`src/rtl/ad7903_spi_rx_pkg.sv`:
```
// Shared definitions for the AD7903 dual-channel SPI read engine.
// The sequencer compares o_spi_state against SPI_DONE to detect transfer completion.
package ad7903_pkg;

  typedef enum logic [2:0] {
    IDLE  = 3'd0,
    SETUP = 3'd1,
    SHIFT = 3'd2,
    HOLD  = 3'd3,
    DONE  = 3'd4
  } spi_state_e;

  localparam logic [2:0] SPI_DONE       = 3'd4;
  localparam int         DATA_WIDTH_DEF = 16;
  localparam int         SCK_HALF_DEF   = 3;

endpackage

```
`src/rtl/ad7903_spi_rx_if.sv`:
```
// Sequencer/ADC-facing signal bundle of the AD7903 read engine.
// slave = the read engine, master = sequencer plus ADC pins.
interface ad7903_spi_rx_if
  import ad7903_pkg::*;
#(
  parameter int DATA_WIDTH = DATA_WIDTH_DEF
);
  logic                  i_spi_start;
  logic                  o_spi_sck;
  logic                  i_spi_sdo_a;
  logic                  i_spi_sdo_b;
  logic [DATA_WIDTH-1:0] o_adc_data_a;
  logic [DATA_WIDTH-1:0] o_adc_data_b;
  logic                  o_adc_valid;
  logic [2:0]            o_spi_state;
  logic                  o_start_miss;

  modport slave (
    input  i_spi_start, i_spi_sdo_a, i_spi_sdo_b,
    output o_spi_sck, o_adc_data_a, o_adc_data_b, o_adc_valid, o_spi_state, o_start_miss
  );

  modport master (
    output i_spi_start, i_spi_sdo_a, i_spi_sdo_b,
    input  o_spi_sck, o_adc_data_a, o_adc_data_b, o_adc_valid, o_spi_state, o_start_miss
  );
endinterface

```
`src/rtl/ad7903_spi_rx_sck_gen.sv`:
```
// SCK generator: registered clock with SCK_HALF-cycle low and high phases while enabled.
// rise_o/fall_o flag the i_clk edge at which sck_o is about to go high/low.
module spi_sck_gen #(
  parameter int SCK_HALF = 3
) (
  input  logic i_clk,
  input  logic i_rst,
  input  logic en_i,
  output logic sck_o,
  output logic rise_o,
  output logic fall_o
);
  localparam int            CW      = (SCK_HALF > 1) ? $clog2(SCK_HALF) : 1;
  localparam logic [CW-1:0] HALF_M1 = CW'(SCK_HALF - 1);

  logic [CW-1:0] cnt_q, cnt_d;
  logic          sck_q, sck_d;
  logic          tc;

  assign tc = (cnt_q == '0);

  // Disabled: hold SCK low with the counter preloaded, so the first phase is a full low half.
  always_comb begin
    cnt_d = HALF_M1;
    sck_d = 1'b0;
    if (en_i) begin
      sck_d = sck_q ^ tc;
      cnt_d = tc ? HALF_M1 : cnt_q - 1'b1;
    end
  end

  always_ff @(posedge i_clk or posedge i_rst) begin
    if (i_rst) begin
      cnt_q <= HALF_M1;
      sck_q <= 1'b0;
    end else begin
      cnt_q <= cnt_d;
      sck_q <= sck_d;
    end
  end

  assign sck_o  = sck_q;
  assign rise_o = en_i & tc & ~sck_q;
  assign fall_o = en_i & tc & sck_q;
endmodule

```
`src/rtl/ad7903_spi_rx.sv`:
```
// AD7903 SPI read engine: on start, clocks in DATA_WIDTH bits from both SDO lines MSB-first.
// Channel B capture is built only with AD7903_RX_DUAL_EN; otherwise o_adc_data_b is tied to 0.
// IDLE=0 wait start | SETUP=1 SCK-low lead time | SHIFT=2 clock bits | HOLD=3 settle | DONE=4 publish
module ad7903_spi_rx
  import ad7903_pkg::*;
#(
  parameter int DATA_WIDTH = DATA_WIDTH_DEF,
  parameter int SCK_HALF   = SCK_HALF_DEF
) (
  input logic            i_clk,
  input logic            i_rst,
  ad7903_spi_rx_if.slave bus
);
  localparam int            TW       = (SCK_HALF > 1) ? $clog2(SCK_HALF) : 1;
  localparam int            BW       = (DATA_WIDTH > 1) ? $clog2(DATA_WIDTH) : 1;
  localparam logic [TW-1:0] SETUP_M1 = TW'(SCK_HALF - 1);
  localparam logic [BW-1:0] BITS_M1  = BW'(DATA_WIDTH - 1);

  spi_state_e            state_q, state_d;
  logic [TW-1:0]         tmr_q, tmr_d;
  logic [BW-1:0]         bit_q, bit_d;
  logic                  sck, sck_rise, sck_fall, shift_en, setup_entry;
  logic [DATA_WIDTH-1:0] shift_a_q, data_a_q;
  logic                  valid_q, miss_q;

  assign shift_en    = (state_q == SHIFT);
  assign setup_entry = (state_q == IDLE) && bus.i_spi_start;

  spi_sck_gen #(.SCK_HALF(SCK_HALF)) u_sck_gen (
    .i_clk  (i_clk),
    .i_rst  (i_rst),
    .en_i   (shift_en),
    .sck_o  (sck),
    .rise_o (sck_rise),
    .fall_o (sck_fall)
  );

  always_comb begin
    state_d = state_q;
    tmr_d   = tmr_q;
    bit_d   = bit_q;
    case (state_q)
      IDLE: begin
        tmr_d = SETUP_M1;
        if (bus.i_spi_start) state_d = SETUP;
      end
      SETUP: begin
        bit_d = BITS_M1;
        if (tmr_q == '0) state_d = SHIFT;
        else             tmr_d   = tmr_q - 1'b1;
      end
      SHIFT: begin
        // A bit period ends on its falling edge; the last one closes the transfer.
        if (sck_fall) begin
          if (bit_q == '0) state_d = HOLD;
          else             bit_d   = bit_q - 1'b1;
        end
      end
      HOLD:    state_d = DONE;
      DONE:    state_d = IDLE;
      default: state_d = IDLE;
    endcase
  end

  always_ff @(posedge i_clk or posedge i_rst) begin
    if (i_rst) begin
      state_q   <= IDLE;
      tmr_q     <= SETUP_M1;
      bit_q     <= BITS_M1;
      shift_a_q <= '0;
      data_a_q  <= '0;
      valid_q   <= 1'b0;
      miss_q    <= 1'b0;
    end else begin
      state_q <= state_d;
      tmr_q   <= tmr_d;
      bit_q   <= bit_d;
      miss_q  <= bus.i_spi_start && (state_q != IDLE);
      valid_q <= (state_q == HOLD);
      if (setup_entry)   shift_a_q <= '0;
      else if (sck_rise) shift_a_q <= {shift_a_q[DATA_WIDTH-2:0], bus.i_spi_sdo_a};
      if (state_q == HOLD) data_a_q <= shift_a_q;
    end
  end

`ifdef AD7903_RX_DUAL_EN
  logic [DATA_WIDTH-1:0] shift_b_q, data_b_q;

  always_ff @(posedge i_clk or posedge i_rst) begin
    if (i_rst) begin
      shift_b_q <= '0;
      data_b_q  <= '0;
    end else begin
      if (setup_entry)   shift_b_q <= '0;
      else if (sck_rise) shift_b_q <= {shift_b_q[DATA_WIDTH-2:0], bus.i_spi_sdo_b};
      if (state_q == HOLD) data_b_q <= shift_b_q;
    end
  end

  assign bus.o_adc_data_b = data_b_q;
`else
  assign bus.o_adc_data_b = '0;
`endif

  assign bus.o_spi_sck    = sck;
  assign bus.o_adc_data_a = data_a_q;
  assign bus.o_adc_valid  = valid_q;
  assign bus.o_spi_state  = state_q;
  assign bus.o_start_miss = miss_q;
endmodule

```
`src/flat_wrapper.sv`:
```
// flat-port wrapper written by rule: the top's interface ports become plain ports
module ad7903_spi_rx_flat import ad7903_pkg::*;
#(
  parameter int DATA_WIDTH = DATA_WIDTH_DEF,
  parameter int SCK_HALF   = SCK_HALF_DEF
)
  (i_clk, i_rst, bus_i_spi_start, bus_i_spi_sdo_a, bus_i_spi_sdo_b, bus_o_spi_sck, bus_o_adc_data_a, bus_o_adc_data_b, bus_o_adc_valid, bus_o_spi_state, bus_o_start_miss);
  ad7903_spi_rx_if #(.DATA_WIDTH(DATA_WIDTH)) bus_i ();
  input logic i_clk;
  input logic i_rst;
  input wire logic [$bits(bus_i.i_spi_start)-1:0] bus_i_spi_start;
  input wire logic [$bits(bus_i.i_spi_sdo_a)-1:0] bus_i_spi_sdo_a;
  input wire logic [$bits(bus_i.i_spi_sdo_b)-1:0] bus_i_spi_sdo_b;
  output wire logic [$bits(bus_i.o_spi_sck)-1:0] bus_o_spi_sck;
  output wire logic [$bits(bus_i.o_adc_data_a)-1:0] bus_o_adc_data_a;
  output wire logic [$bits(bus_i.o_adc_data_b)-1:0] bus_o_adc_data_b;
  output wire logic [$bits(bus_i.o_adc_valid)-1:0] bus_o_adc_valid;
  output wire logic [$bits(bus_i.o_spi_state)-1:0] bus_o_spi_state;
  output wire logic [$bits(bus_i.o_start_miss)-1:0] bus_o_start_miss;
  assign bus_i.i_spi_start = bus_i_spi_start;
  assign bus_i.i_spi_sdo_a = bus_i_spi_sdo_a;
  assign bus_i.i_spi_sdo_b = bus_i_spi_sdo_b;
  assign bus_o_spi_sck = bus_i.o_spi_sck;
  assign bus_o_adc_data_a = bus_i.o_adc_data_a;
  assign bus_o_adc_data_b = bus_i.o_adc_data_b;
  assign bus_o_adc_valid = bus_i.o_adc_valid;
  assign bus_o_spi_state = bus_i.o_spi_state;
  assign bus_o_start_miss = bus_i.o_start_miss;
  ad7903_spi_rx #(.DATA_WIDTH(DATA_WIDTH), .SCK_HALF(SCK_HALF)) u_core (.i_clk(i_clk), .i_rst(i_rst), .bus(bus_i));
endmodule
```
`config.mk`:
```
export PLATFORM = sky130hd
export DESIGN_NAME = ad7903_spi_rx_flat
export DESIGN_NICKNAME = d
export VERILOG_FILES = /design/src/rtl/ad7903_spi_rx_pkg.sv /design/src/rtl/ad7903_spi_rx_if.sv /design/src/rtl/ad7903_spi_rx_sck_gen.sv /design/src/rtl/ad7903_spi_rx.sv /design/src/flat_wrapper.sv
export SDC_FILE = /design/constraint.sdc
export NUM_CORES = 1
export LEC_CHECK = 0
export ABC_AREA = 1
export BUFFER_PORTS_ARGS = -buffer_cell sky130_fd_sc_hd__buf_2
export CAP_MARGIN = 20
export CORE_ASPECT_RATIO = 1.2
export CORE_UTILIZATION = 51
export CTS_BUF_LIST = sky130_fd_sc_hd__clkbuf_4 sky130_fd_sc_hd__clkbuf_8
export CTS_CLUSTER_DIAMETER = 120
export DETAILED_ROUTE_END_ITERATION = 8
export GPL_ROUTABILITY_DRIVEN = 1
export HOLD_SLACK_MARGIN = 0.1
export PLACE_DENSITY_LB_ADDON = 0.08
export SLEW_MARGIN = 20
export SYNTH_ARGS = -nofsm -noshare
export SYNTH_HDL_FRONTEND = slang
export SYNTH_SLANG_ARGS = --single-unit
```
`constraint.sdc`:
```
create_clock -name i_clk -period 1.44 [get_ports i_clk]
set_input_delay 0.144 -clock i_clk [delete_from_list [all_inputs] [get_ports i_clk]]
set_output_delay 0.144 -clock i_clk [all_outputs]
set_load 0.02 [all_outputs]
```
==> After elaboration in Yosys (flattened, before gate mapping) <==
Cells that the tools add are included.
{ "word_totals": {"ff_bits": 46, "wordCells": 54} }
{ "op_classes": {"n_addsub": 3, "n_eq_ne": 9, "mux": 15, "n_bitwise": 5, "n_reduce_logical": 13} }
{ "op_table": {"columns": ["operator", "count"], "rows": [
  ["$mux W16", 2],
  ["$mux W3", 4],
  ["$pmux W3 S4", 1],
  ["$mux W4", 2],
  ["$pmux W4 S2", 1],
  ["$eq A3 B2 Y1 const B", 2],
  ["$mux W2", 3],
  ["$ne A2 B1 Y1 const B", 3],
  ["$ne A2 B2 Y1 const B", 3],
  ["$reduce_bool A2 Y1", 3],
  ["$logic_not A2 Y1", 2],
  ["$logic_not A4 Y1", 1],
  ["$pmux W2 S2", 1],
  ["$reduce_and A4 Y1", 1],
  ["$sub A2 B1 Y2 const B", 2],
  ["$sub A4 B1 Y4 const B", 1],
  ["$and A1 B1 Y1", 3],
  ["$eq A3 B1 Y1 const B", 1],
  ["$logic_not A3 Y1", 1],
  ["$reduce_and A3 Y1", 1],
  ["$reduce_bool A3 Y1", 1],
  ["$logic_and A1 B1 Y1", 2],
  ["$reduce_and A2 Y1", 1],
  ["$mux W1", 1],
  ["other kinds (2)", 2]
]} }

==> Logic depth before layout (Yosys ltp) <==
Gate-level depths: netlist of the first run.
{ "depth": {"depth_word": 5, "depth_mapped": 9} }

==> Modules after synthesis <==
A second synthesis of the first run with hierarchy kept.
{ "unflattened": {"hier_cells": 261, "hier_area_um2": 2188.3} }
{ "by_module_without_submodules": {"columns": ["mod", "instances", "cells_each", "area_each_um2", "seq_area_each_um2"], "rows": [
  ["ad7903_spi_rx", 1, 242, 2031.9, 1082.3],
  ["spi_sck_gen", 1, 19, 156.4, 76.3]
]} }

==> Worst setup path after synthesis of the first run <==
No wires, ideal clock.
{ "synth_path": {"kind": "register to register", "startpoint": "reg u_core.state_q[1], in the netlist u_core.bus.o_spi_state[1]", "endpoint": "reg u_core.shift_a_q[10]", "setup_ns": 0.119, "arrival_time_ns": 1.253, "path_slack_ns": 0.069, "stages_incl_launch_ff": 8, "n_path_buf": 1, "period_less_slack_ns": 1.371, "cell_sequence": "dfrtp_1 > inv_2 > nand2_1 > nor2_2 > nand2_4 > nand2_2 > buf_6 > o21ai_2"} }
{ "synth_via": {"elab_chain_cells": 4} }
{ "synth_lines": {"columns": ["element", "line_no", "source"], "rows": [
  ["from (decl)", "ad7903_spi_rx.sv:19", "spi_state_e state_q, state_d;"],
  ["from (signal assigned)", "ad7903_spi_rx.sv:75", "state_q <= state_d;"],
  ["$eq A3 B2 Y1", "ad7903_spi_rx.sv:26", "assign shift_en = (state_q == SHIFT);"],
  ["$and A1 B1 Y1 (2 in a row)", "ad7903_spi_rx_sck_gen.sv:43", "assign rise_o = en_i & tc & ~sck_q;"],
  ["$reduce_bool A2 Y1 (no source line)", null, null],
  ["to (signal assigned)", "ad7903_spi_rx.sv:81", "else if (sck_rise) shift_a_q <= {shift_a_q[DATA_WIDTH-2:0], bus.i_spi_sdo_a};"],
  ["to (decl)", "ad7903_spi_rx.sv:23", "logic [DATA_WIDTH-1:0] shift_a_q, data_a_q;"]
]} }
Several ways; a longest one is shown, not always the timed one.
A chain may end at the register's enable or synchronous reset.

==> Final worst setup path of the first run <==
{ "layout_path": {"startpoint": "reg u_core.bit_q[0]", "endpoint": "reg u_core.bit_q[1]"} }
{ "layout_via": {"elab_chain_cells": 4} }
{ "layout_lines": {"columns": ["element", "line_no", "source"], "rows": [
  ["from (decl)", "ad7903_spi_rx.sv:21", "logic [BW-1:0] bit_q, bit_d;"],
  ["from (signal assigned)", "ad7903_spi_rx.sv:77", "bit_q <= bit_d;"],
  ["$sub A4 B1 Y4", "ad7903_spi_rx.sv:56", "else bit_d = bit_q - 1'b1;"],
  ["$mux W4", "ad7903_spi_rx.sv:55", "if (bit_q == '0) state_d = HOLD;"],
  ["$mux W4", "ad7903_spi_rx.sv:54", "if (sck_fall) begin"],
  ["$pmux W4 S2", "ad7903_spi_rx.sv:42", "case (state_q)"]
]} }
Several ways; a longest one is shown, not always the timed one. The select of a mux whose other input is x is not followed.

==> reports/summary.json, run 1 <==
{
  "status": {
    "run_status": "completed"
  },
  "die": {
    "starting_utilization_of_the_core_area_pct": 54.1,
    "floorplan.rows": 25,
    "die_height_um": 73.4,
    "die_width_um": 61.5,
    "boundaryPins": 43,
    "core-area_mm2": 0.00400,
    "die_area_mm2": 0.00451
  },
  "placement": {
    "detailed_place_hpwl_mm": 2.57,
    "placedCellCount": 325,
    "placement.io_buffers": 25,
    "globalplace.congestion": 0.783,
    "pre_cts_ws_ps": -81.2
  },
  "synth": {
    "post_synth_edffs": 0,
    "syn_area_per_cell_um2": 8.99,
    "synthMostInstantiatedCell": "sky130_fd_sc_hd__nand2_1",
    "postSynth.topFlopCell": "sky130_fd_sc_hd__dfrtp_1",
    "yosysSeqAreaShare_pct": 53.5,
    "yosys_warnings": 0,
    "async_flop_share_pct": 100,
    "yosys.area.top_type_share_pct": 46.2,
    "yosys_top_cell_by_area": "sky130_fd_sc_hd__dfrtp_1",
    "synthesis.instances": 241,
    "area_of_the_mapped_netlist_mm2": 0.00217,
    "yosys.cell_types.count": 23,
    "top_cells_by_area_synth": "sky130_fd_sc_hd__dfrtp_1, sky130_fd_sc_hd__nand2_1, sky130_fd_sc_hd__dfstp_2",
    "synth.cells.most_frequent": "sky130_fd_sc_hd__nand2_1, sky130_fd_sc_hd__dfrtp_1, sky130_fd_sc_hd__inv_1",
    "synth-seq-cells": 46
  },
  "finish": {
    "multiInputGateArea_um2": 817,
    "diodes": 0,
    "final-seq-area_mm2": 0.00116,
    "layout_overhead_on_the_synthesized_area_pct": 18.5,
    "drive_above_1_share_pct": 29.2,
    "utilization_of_the_core_after_routing_pct": 64.2,
    "fillers": 375,
    "layoutNonFillerInstCount": 338,
    "final_net_count": 292
  },
  "timing": {
    "layout_min_cycle_time_ps": 1370,
    "max_freq_mhz": 731,
    "final.setup.worst_slack_ps": 72.2,
    "drv_slew": 0,
    "hold_violations": 0,
    "finalSetupViolations": 0,
    "period_utilisation_layout_pct": 95.0,
    "final_clock_skew_ps": 9.76
  },
  "pwr": {
    "power_density_mw_per_mm2": 1730,
    "vdd_drop_max_mv": 0.901,
    "total_power_w": 0.00443,
    "leakagePower_nw": 1.37
  },
  "global_route": {
    "grt_first_pass_wirelength_mm": 6.08,
    "antenna_violations_before_repair": 0,
    "grt_start_max_net_pins": 47,
    "global_route.overflow_total": 0,
    "grt_util_all_layers_pct": 18.6,
    "first_global_vias": 1428
  },
  "detailed_routing": {
    "vias_per_cell": 4.55,
    "drcViolationCount": 0,
    "routedWlPerCell_um": 10.8,
    "routed-via-count": 1537,
    "wl_mm": 3.65,
    "drt-initial-drc-count": 43,
    "drt_pass1_iterations": 4,
    "route.antenna.remaining_nets": 0
  },
  "worst_hold_path": {
    "min_path_type": "input port to register"
  },
  "worst_setup_path": {
    "cp_max_fo": 6,
    "timing.critical_path.required_ps": 1670,
    "nature_of_the_critical_path_endpoint": "register",
    "timing.setup.critical_path_class": "register to register",
    "startpoint_type": "register",
    "cp_data_arrival_time_ps": 1600
  },
  "clock_tree": {
    "tritoncts": "done",
    "clkSinkCount": 46,
    "worst_case_clock_buffer_depth": 2,
    "htree_num_levels": 2,
    "numCtsBuffers": 5,
    "clock_latency_ps": 300,
    "root_buffer": "sky130_fd_sc_hd__clkbuf_8",
    "clk_pin_slew_ps": 80
  },
  "run": {
    "maxCapViolCount": 0
  }
}
area by class of cell:
cell class / count / area share [%]
multi-input cells: 152 / 31.8
clock buffers: 8 / 3.80
inverters: 37 / 5.41
repair buffers: 41 / 11.2
flip-flops and latches: 46 / 45.2
well taps: 54 / 2.63
per-stage QoR:
stage | cell area (um2) | setup TNS [ps] | hold WS, ps
finish | 2570 | 0 | 132
global route | 2570 | -36.6 | 142
CTS | 2510 | 0 | 128
detailed placement | 2370 | -785 | 203
global placement | 2370 | -415 | 200
floorplan | 2220 | 0 | 266
cell families after synthesis:
logic type | synth area share [%]
adder cells (fa/ha/maj) | 2.31
AND/OR/NAND/NOR | 19.5
AO/OA/AOI/OAI | 10.9
other | 0.173
buffers and inverters | 13.7
flip-flops | 53.5
sequential cells by signal, indices dropped and copies added, names as in the netlist:
register	flops
u_core.bit_q	4
u_core.bus.o_adc_data_a	16
u_core.bus.o_adc_valid	1
u_core.bus.o_spi_state	3
u_core.bus.o_start_miss	1
u_core.shift_a_q	16
u_core.tmr_q	2
u_core.u_sck_gen.cnt_q	2
u_core.u_sck_gen.sck_o	1
worst max-delay path, cell delays in order, from the launching register on:
cell and delay (ps):
sky130_fd_sc_hd__dfstp_2 530, sky130_fd_sc_hd__inv_1 60, sky130_fd_sc_hd__ha_2 200, sky130_fd_sc_hd__nand3_1 110, sky130_fd_sc_hd__nand2_1 60, sky130_fd_sc_hd__nand2_1 120
sky130_fd_sc_hd__nand2_4 90, sky130_fd_sc_hd__nand2_1 90, sky130_fd_sc_hd__o21ai_2 50
worst paths after layout:
kind	from	endpoint	slack, ps	depth (start not counted)
min in group asynchronous	i_rst	u_core.bus.o_adc_data_a[11]	430	4
min	bus_i_spi_start	u_core.bus.o_start_miss	130	3
max reg2reg	u_core.bit_q[0]	u_core.bit_q[1]	70	8
max in group asynchronous	i_rst	u_core.u_sck_gen.cnt_q[1]	750	4
max	u_core.bit_q[0]	u_core.bit_q[1]	70	8
min reg2reg	u_core.shift_a_q[5]	u_core.bus.o_adc_data_a[5]	480	2
what timing repair did:
item,4_1_cts,5_1_grt
resized for setup,2,15
endpoints found under the hold margin,41,0
hold buffers,2,0
endpoints found under the setup margin,18,34
buffers inserted,1,2
pin swaps,1,1
layer usage:
layer | part of all wire (%) | GRT usage [%] | up-vias
met4 | 2.0 | 8.15 | 0
met5 | 0 | 0 | -
li1 | - | - | 800
met2 | 49 | 29.5 | 25
met1 | 46 | 23.7 | 706
met3 | 3.2 | 4.75 | 6
report_power, final:
part	total (W)	internal (W)	switching (W)	leakage [nW]
Sequential	0.00175	0.00158	0.000172	0.613
Clock	0.000831	0.000429	0.000402	0.0523
Combinational	0.00185	0.000696	0.00115	0.702
layout by cell type, fill, tap and decap left out:
master / instances
sky130_fd_sc_hd__a21oi_1: 1
sky130_fd_sc_hd__a21oi_2: 1
sky130_fd_sc_hd__buf_12: 3
sky130_fd_sc_hd__buf_2: 25
sky130_fd_sc_hd__buf_4: 11
sky130_fd_sc_hd__clkbuf_4: 2
sky130_fd_sc_hd__clkbuf_8: 6
sky130_fd_sc_hd__clkinv_1: 1
sky130_fd_sc_hd__conb_1: 16
sky130_fd_sc_hd__dfrtp_1: 39
sky130_fd_sc_hd__dfrtp_2: 1
sky130_fd_sc_hd__dfstp_2: 6
sky130_fd_sc_hd__dlygate4sd3_1: 2
sky130_fd_sc_hd__ha_1: 2
sky130_fd_sc_hd__ha_2: 2
sky130_fd_sc_hd__inv_1: 35
sky130_fd_sc_hd__inv_2: 1
sky130_fd_sc_hd__nand2_1: 56
sky130_fd_sc_hd__nand2_2: 1
sky130_fd_sc_hd__nand2_4: 4
sky130_fd_sc_hd__nand3_1: 17
sky130_fd_sc_hd__nand3_2: 2
sky130_fd_sc_hd__nor2_1: 7
sky130_fd_sc_hd__nor2_2: 1
sky130_fd_sc_hd__nor2_4: 3
sky130_fd_sc_hd__nor3_4: 1
sky130_fd_sc_hd__o21ai_0: 22
sky130_fd_sc_hd__o21ai_1: 2
sky130_fd_sc_hd__o21ai_2: 12
sky130_fd_sc_hd__o21bai_1: 1
sky130_fd_sc_hd__or2_2: 1
Power figures use the tool's default switching activity.
==> run 2, diff against run 1 <==
--- a/config.mk
+++ b/config.mk
@@ -16,6 +16,7 @@
 export GPL_ROUTABILITY_DRIVEN = 1
 export HOLD_SLACK_MARGIN = 0.1
 export PLACE_DENSITY_LB_ADDON = 0.08
+export RECOVER_POWER = 50
 export SLEW_MARGIN = 20
 export SYNTH_ARGS = -nofsm -noshare
 export SYNTH_HDL_FRONTEND = slang
==> run 2 against run 1 <==
Effect of this change:
- sequential power is essentially flat
- clock power hardly changed
- combinational power hardly changed
- clock skew hardly changed
- worst setup slack barely moved
- cell count unchanged
- critical path depth stayed put
- sequential share of layout area is 0.44 points higher
- register-to-register slack about the same
- critical path type unchanged
==> reports/summary.json, run 2 (synthesis gave the netlist of run 1 again) <==
{
  "clock_tree": {
    "clock_latency": {"value": 300, "unit": "ps", "change": "about the same"},
    "tritoncts": "done",
    "htree_num_levels": {"value": 2, "change": "unchanged"},
    "numCtsBuffers": {"value": 5, "change": "unchanged"},
    "clk_pin_slew": {"value": 80, "unit": "ps", "change": "about the same"},
    "root_buffer": "sky130_fd_sc_hd__clkbuf_8",
    "worst_case_clock_buffer_depth": {"value": 2, "change": "unchanged"},
    "clkSinkCount": {"value": 46, "change": "unchanged"}
  },
  "worst_setup_path": {
    "worst-path-buf-inv": {"value": 1, "change": "unchanged"},
    "timing.critical_path.max_delay_family": "flip-flops",
    "timing.setup.critical_path_class": "register to register",
    "cp_max_fo": {"value": 6, "change": "unchanged"},
    "cp_slowest_stage_delay": {"value": 530, "unit": "ps", "change": "about the same"},
    "cpMostUsedCell": "sky130_fd_sc_hd__nand2_1",
    "cp_data_arrival_time": {"value": 1600, "unit": "ps", "change": "about the same"},
    "nature_of_the_critical_path_endpoint": "register",
    "timing.rr.start": "u_core.bit_q[0]",
    "endpoint": "u_core.bit_q[1]",
    "worstSetupPathDepth": {"value": 8, "change": "unchanged"},
    "worstSetupStartpoint": "u_core.bit_q[0]",
    "rr_worst_depth": {"value": 8, "change": "unchanged"},
    "startpoint_type": "register",
    "r2r_setup_slack": {"value": 70, "unit": "ps", "change": "about the same"},
    "path_cells": "inv_1 > ha_2 > nand3_1 > nand2_1 > nand2_1 > nand2_4 > nand2_1 > o21ai_2",
    "slowest_stage": "sky130_fd_sc_hd__dfstp_2",
    "timing.critical_path.required": {"value": 1670, "unit": "ps", "change": "about the same"},
    "critical_path.reg2reg.endpoint": "u_core.bit_q[1]"
  },
  "die": {
    "core-area": {"value": 0.00400, "unit": "mm2", "change": "unchanged"},
    "boundaryPins": {"value": 43, "change": "unchanged"},
    "starting_utilization_of_the_core_area": {"value": 54.1, "unit": "%", "change": "unchanged"},
    "die_area": {"value": 0.00451, "unit": "mm2", "change": "unchanged"},
    "die_width": {"value": 61.5, "unit": "um", "change": "unchanged"},
    "floorplan.rows": {"value": 25, "change": "unchanged"},
    "die_height": {"value": 73.4, "unit": "um", "change": "unchanged"}
  },
  "timing": {
    "max_freq": {"value": 731, "unit": "MHz", "change": "about the same"},
    "hold_violations": {"value": 0, "change": "unchanged"},
    "worst-slew-pin-transition_ps": 608,
    "slew_headroom_pct": 59.5,
    "drv_slew": {"value": 0, "change": "unchanged"},
    "layout_min_cycle_time": {"value": 1370, "unit": "ps", "change": "-0.103 ps"},
    "period_utilisation_layout": {"value": 95.0, "unit": "%", "change": "about the same"},
    "finalSetupViolations": {"value": 0, "change": "unchanged"},
    "final_clock_skew": {"value": 10.0, "unit": "ps", "change": "+0.250 ps"},
    "whs": {"value": 132, "unit": "ps", "change": "-0.135 ps"}
  },
  "run": {
    "maxCapViolCount": {"value": 0, "change": "unchanged"}
  },
  "worst_hold_path": {
    "min_path_type": "input port to register"
  },
  "finish": {
    "final_net_count": {"value": 292, "change": "unchanged"},
    "final-seq-area": {"value": 0.00116, "unit": "mm2", "change": "unchanged"},
    "mostFrequentLayoutCells": "sky130_fd_sc_hd__nand2_1, sky130_fd_sc_hd__dfrtp_1, sky130_fd_sc_hd__inv_1",
    "multiInputGateArea": {"value": 817, "unit": "um2", "change": "unchanged"},
    "utilization_of_the_core_after_routing": {"value": 63.5, "unit": "%", "change": "-0.62 points"},
    "layout_overhead_on_the_synthesized_area_pct": 17.4,
    "fillers": {"value": 379, "change": "+1.1%"},
    "fin_area": {"value": 0.00254, "unit": "mm2", "change": "-0.97%"},
    "diodes": {"value": 0, "change": "unchanged"},
    "layout_commonest_cell": "sky130_fd_sc_hd__nand2_1",
    "drive_above_1_share": {"value": 25.7, "unit": "%", "change": "-3.5 points"}
  },
  "global_route": {
    "antenna_violations_before_repair": {"value": 0, "change": "unchanged"},
    "first_global_vias": {"value": 1428, "change": "unchanged"},
    "grt_first_pass_wirelength": {"value": 6.08, "unit": "mm", "change": "unchanged"},
    "global_route.overflow_total": {"value": 0, "change": "unchanged"},
    "grt_util_all_layers": {"value": 18.6, "unit": "%", "change": "unchanged"},
    "grt_start_max_net_pins": {"value": 47, "change": "unchanged"}
  },
  "placement": {
    "postPlaceCellArea": {"value": 0.00237, "unit": "mm2", "change": "unchanged"},
    "placement.io_buffers": {"value": 25, "change": "unchanged"},
    "globalplace.congestion": {"value": 0.783, "change": "unchanged"},
    "detailed_place_hpwl": {"value": 2.57, "unit": "mm", "change": "unchanged"}
  },
  "detailed_routing": {
    "drt-initial-drc-count": {"value": 47, "change": "+9.3%"},
    "wl": {"value": 3.65, "unit": "mm", "change": "+0.11%"},
    "routed-via-count": {"value": 1540, "change": "+0.20%"},
    "vias_per_cell": {"value": 4.56, "change": "+0.20%"},
    "routedWlPerCell": {"value": 10.8, "unit": "um", "change": "+0.11%"},
    "drt_pass1_iterations": {"value": 4, "change": "unchanged"},
    "route.antenna.remaining_nets": {"value": 0, "change": "unchanged"},
    "drcViolationCount": {"value": 0, "change": "unchanged"}
  },
  "pwr": {
    "power_density": {"value": 1740, "unit": "mW/mm2", "change": "+0.62%"},
    "total_power": {"value": 0.00442, "unit": "W", "change": "-0.36%"},
    "power.net_switching": {"value": 0.00173, "unit": "W", "change": "about the same"},
    "internal_power": {"value": 0.00269, "unit": "W", "change": "-0.63%"},
    "power.clock.fraction": {"value": 18.8, "unit": "%", "change": "about the same"},
    "netSwitchingFraction": {"value": 39.2, "unit": "%", "change": "+0.16 points"},
    "leakagePower": {"value": 1.32, "unit": "nW", "change": "-3.4%"},
    "vdd_drop_max": {"value": 0.898, "unit": "mV", "change": "-0.38%"},
    "pwr-share-seq": {"value": 39.7, "unit": "%", "change": "+0.2 points"},
    "power_frac_comb": {"value": 41.5, "unit": "%", "change": "-0.2 points"}
  },
  "status": {
    "run_status": "completed"
  }
}
==> run 2: changes by cell type in the layout (fill, tap and decap cells not counted) <==
cell / change
sky130_fd_sc_hd__buf_2: -10
sky130_fd_sc_hd__clkbuf_4: +1
sky130_fd_sc_hd__clkbuf_1: +10
sky130_fd_sc_hd__buf_12: -1
==> run 2: routing by layer <==
metal	up-vias	share of wire, %	GRT usage, %
li1	801	-	-
met1	706	46	23.7
met2	27	49	29.5
met3	6	3.2	4.75
met4	0	2.0	8.15
met5	-	0	0
==> run 2: power groups by stage <==
stage | logic (W) | clock network [W] | registers, W
floorplan | 0.00111 | 0 | 0.00186
global placement | 0.00162 | 0 | 0.00177
detailed placement | 0.00166 | 0 | 0.00177
CTS | 0.00170 | 0.000867 | 0.00175
global route | 0.00209 | 0.000908 | 0.00179
finish | 0.00183 | 0.000831 | 0.00175
==> run 2: worst min path at each step <==
| stage | startpoint | endpoint | depth (start not counted) |
|---|---|---|---|
| global route | bus_i_spi_start | u_core.bus.o_start_miss | 3 |
| finish | bus_i_spi_start | u_core.bus.o_start_miss | 3 |
| global placement | i_rst | u_core.bus.o_adc_data_a[13] | 3 |
| CTS | bus_i_spi_start | u_core.bus.o_start_miss | 3 |
| detailed placement | i_rst | u_core.bus.o_adc_data_a[11] | 3 |
| floorplan | bus_i_spi_sdo_a | u_core.shift_a_q[0] | 2 |
==> run 2: area by class of cell <==
type / instances / share of cell area [%]
Clock buffer: 8 / 3.84
Inverter: 37 / 5.46
Multi-Input combinational cell: 152 / 32.1
Sequential cell: 46 / 45.6
Tap cell: 54 / 2.66
Timing Repair Buffer: 41 / 10.3
==> run 2: worst reg2reg max path: cells and delay by family (launching register included) <==
family | cells | cell delay [ps]
buf+inv | 1 | 60
compound gates | 1 | 50
fa+ha+maj | 1 | 200
simple gates | 5 | 470
flops | 1 | 530
==> run 2: metrics by stage <==
stage	TNS (ps)	setup WS (ps)	cells
global route	-36.6	-30.6	338
CTS	0	2.89	336
floorplan	0	68.9	256
global placement	-415	-50.3	325
finish	0	72.4	338
detailed placement	-785	-81.2	325
==> run 2: timing repair <==
item,CTS,global route
endpoints found under the setup margin,18,34
pin swaps,1,1
buffers inserted,1,2
resized for setup,2,15
hold buffers,2,0
endpoints found under the hold margin,41,0
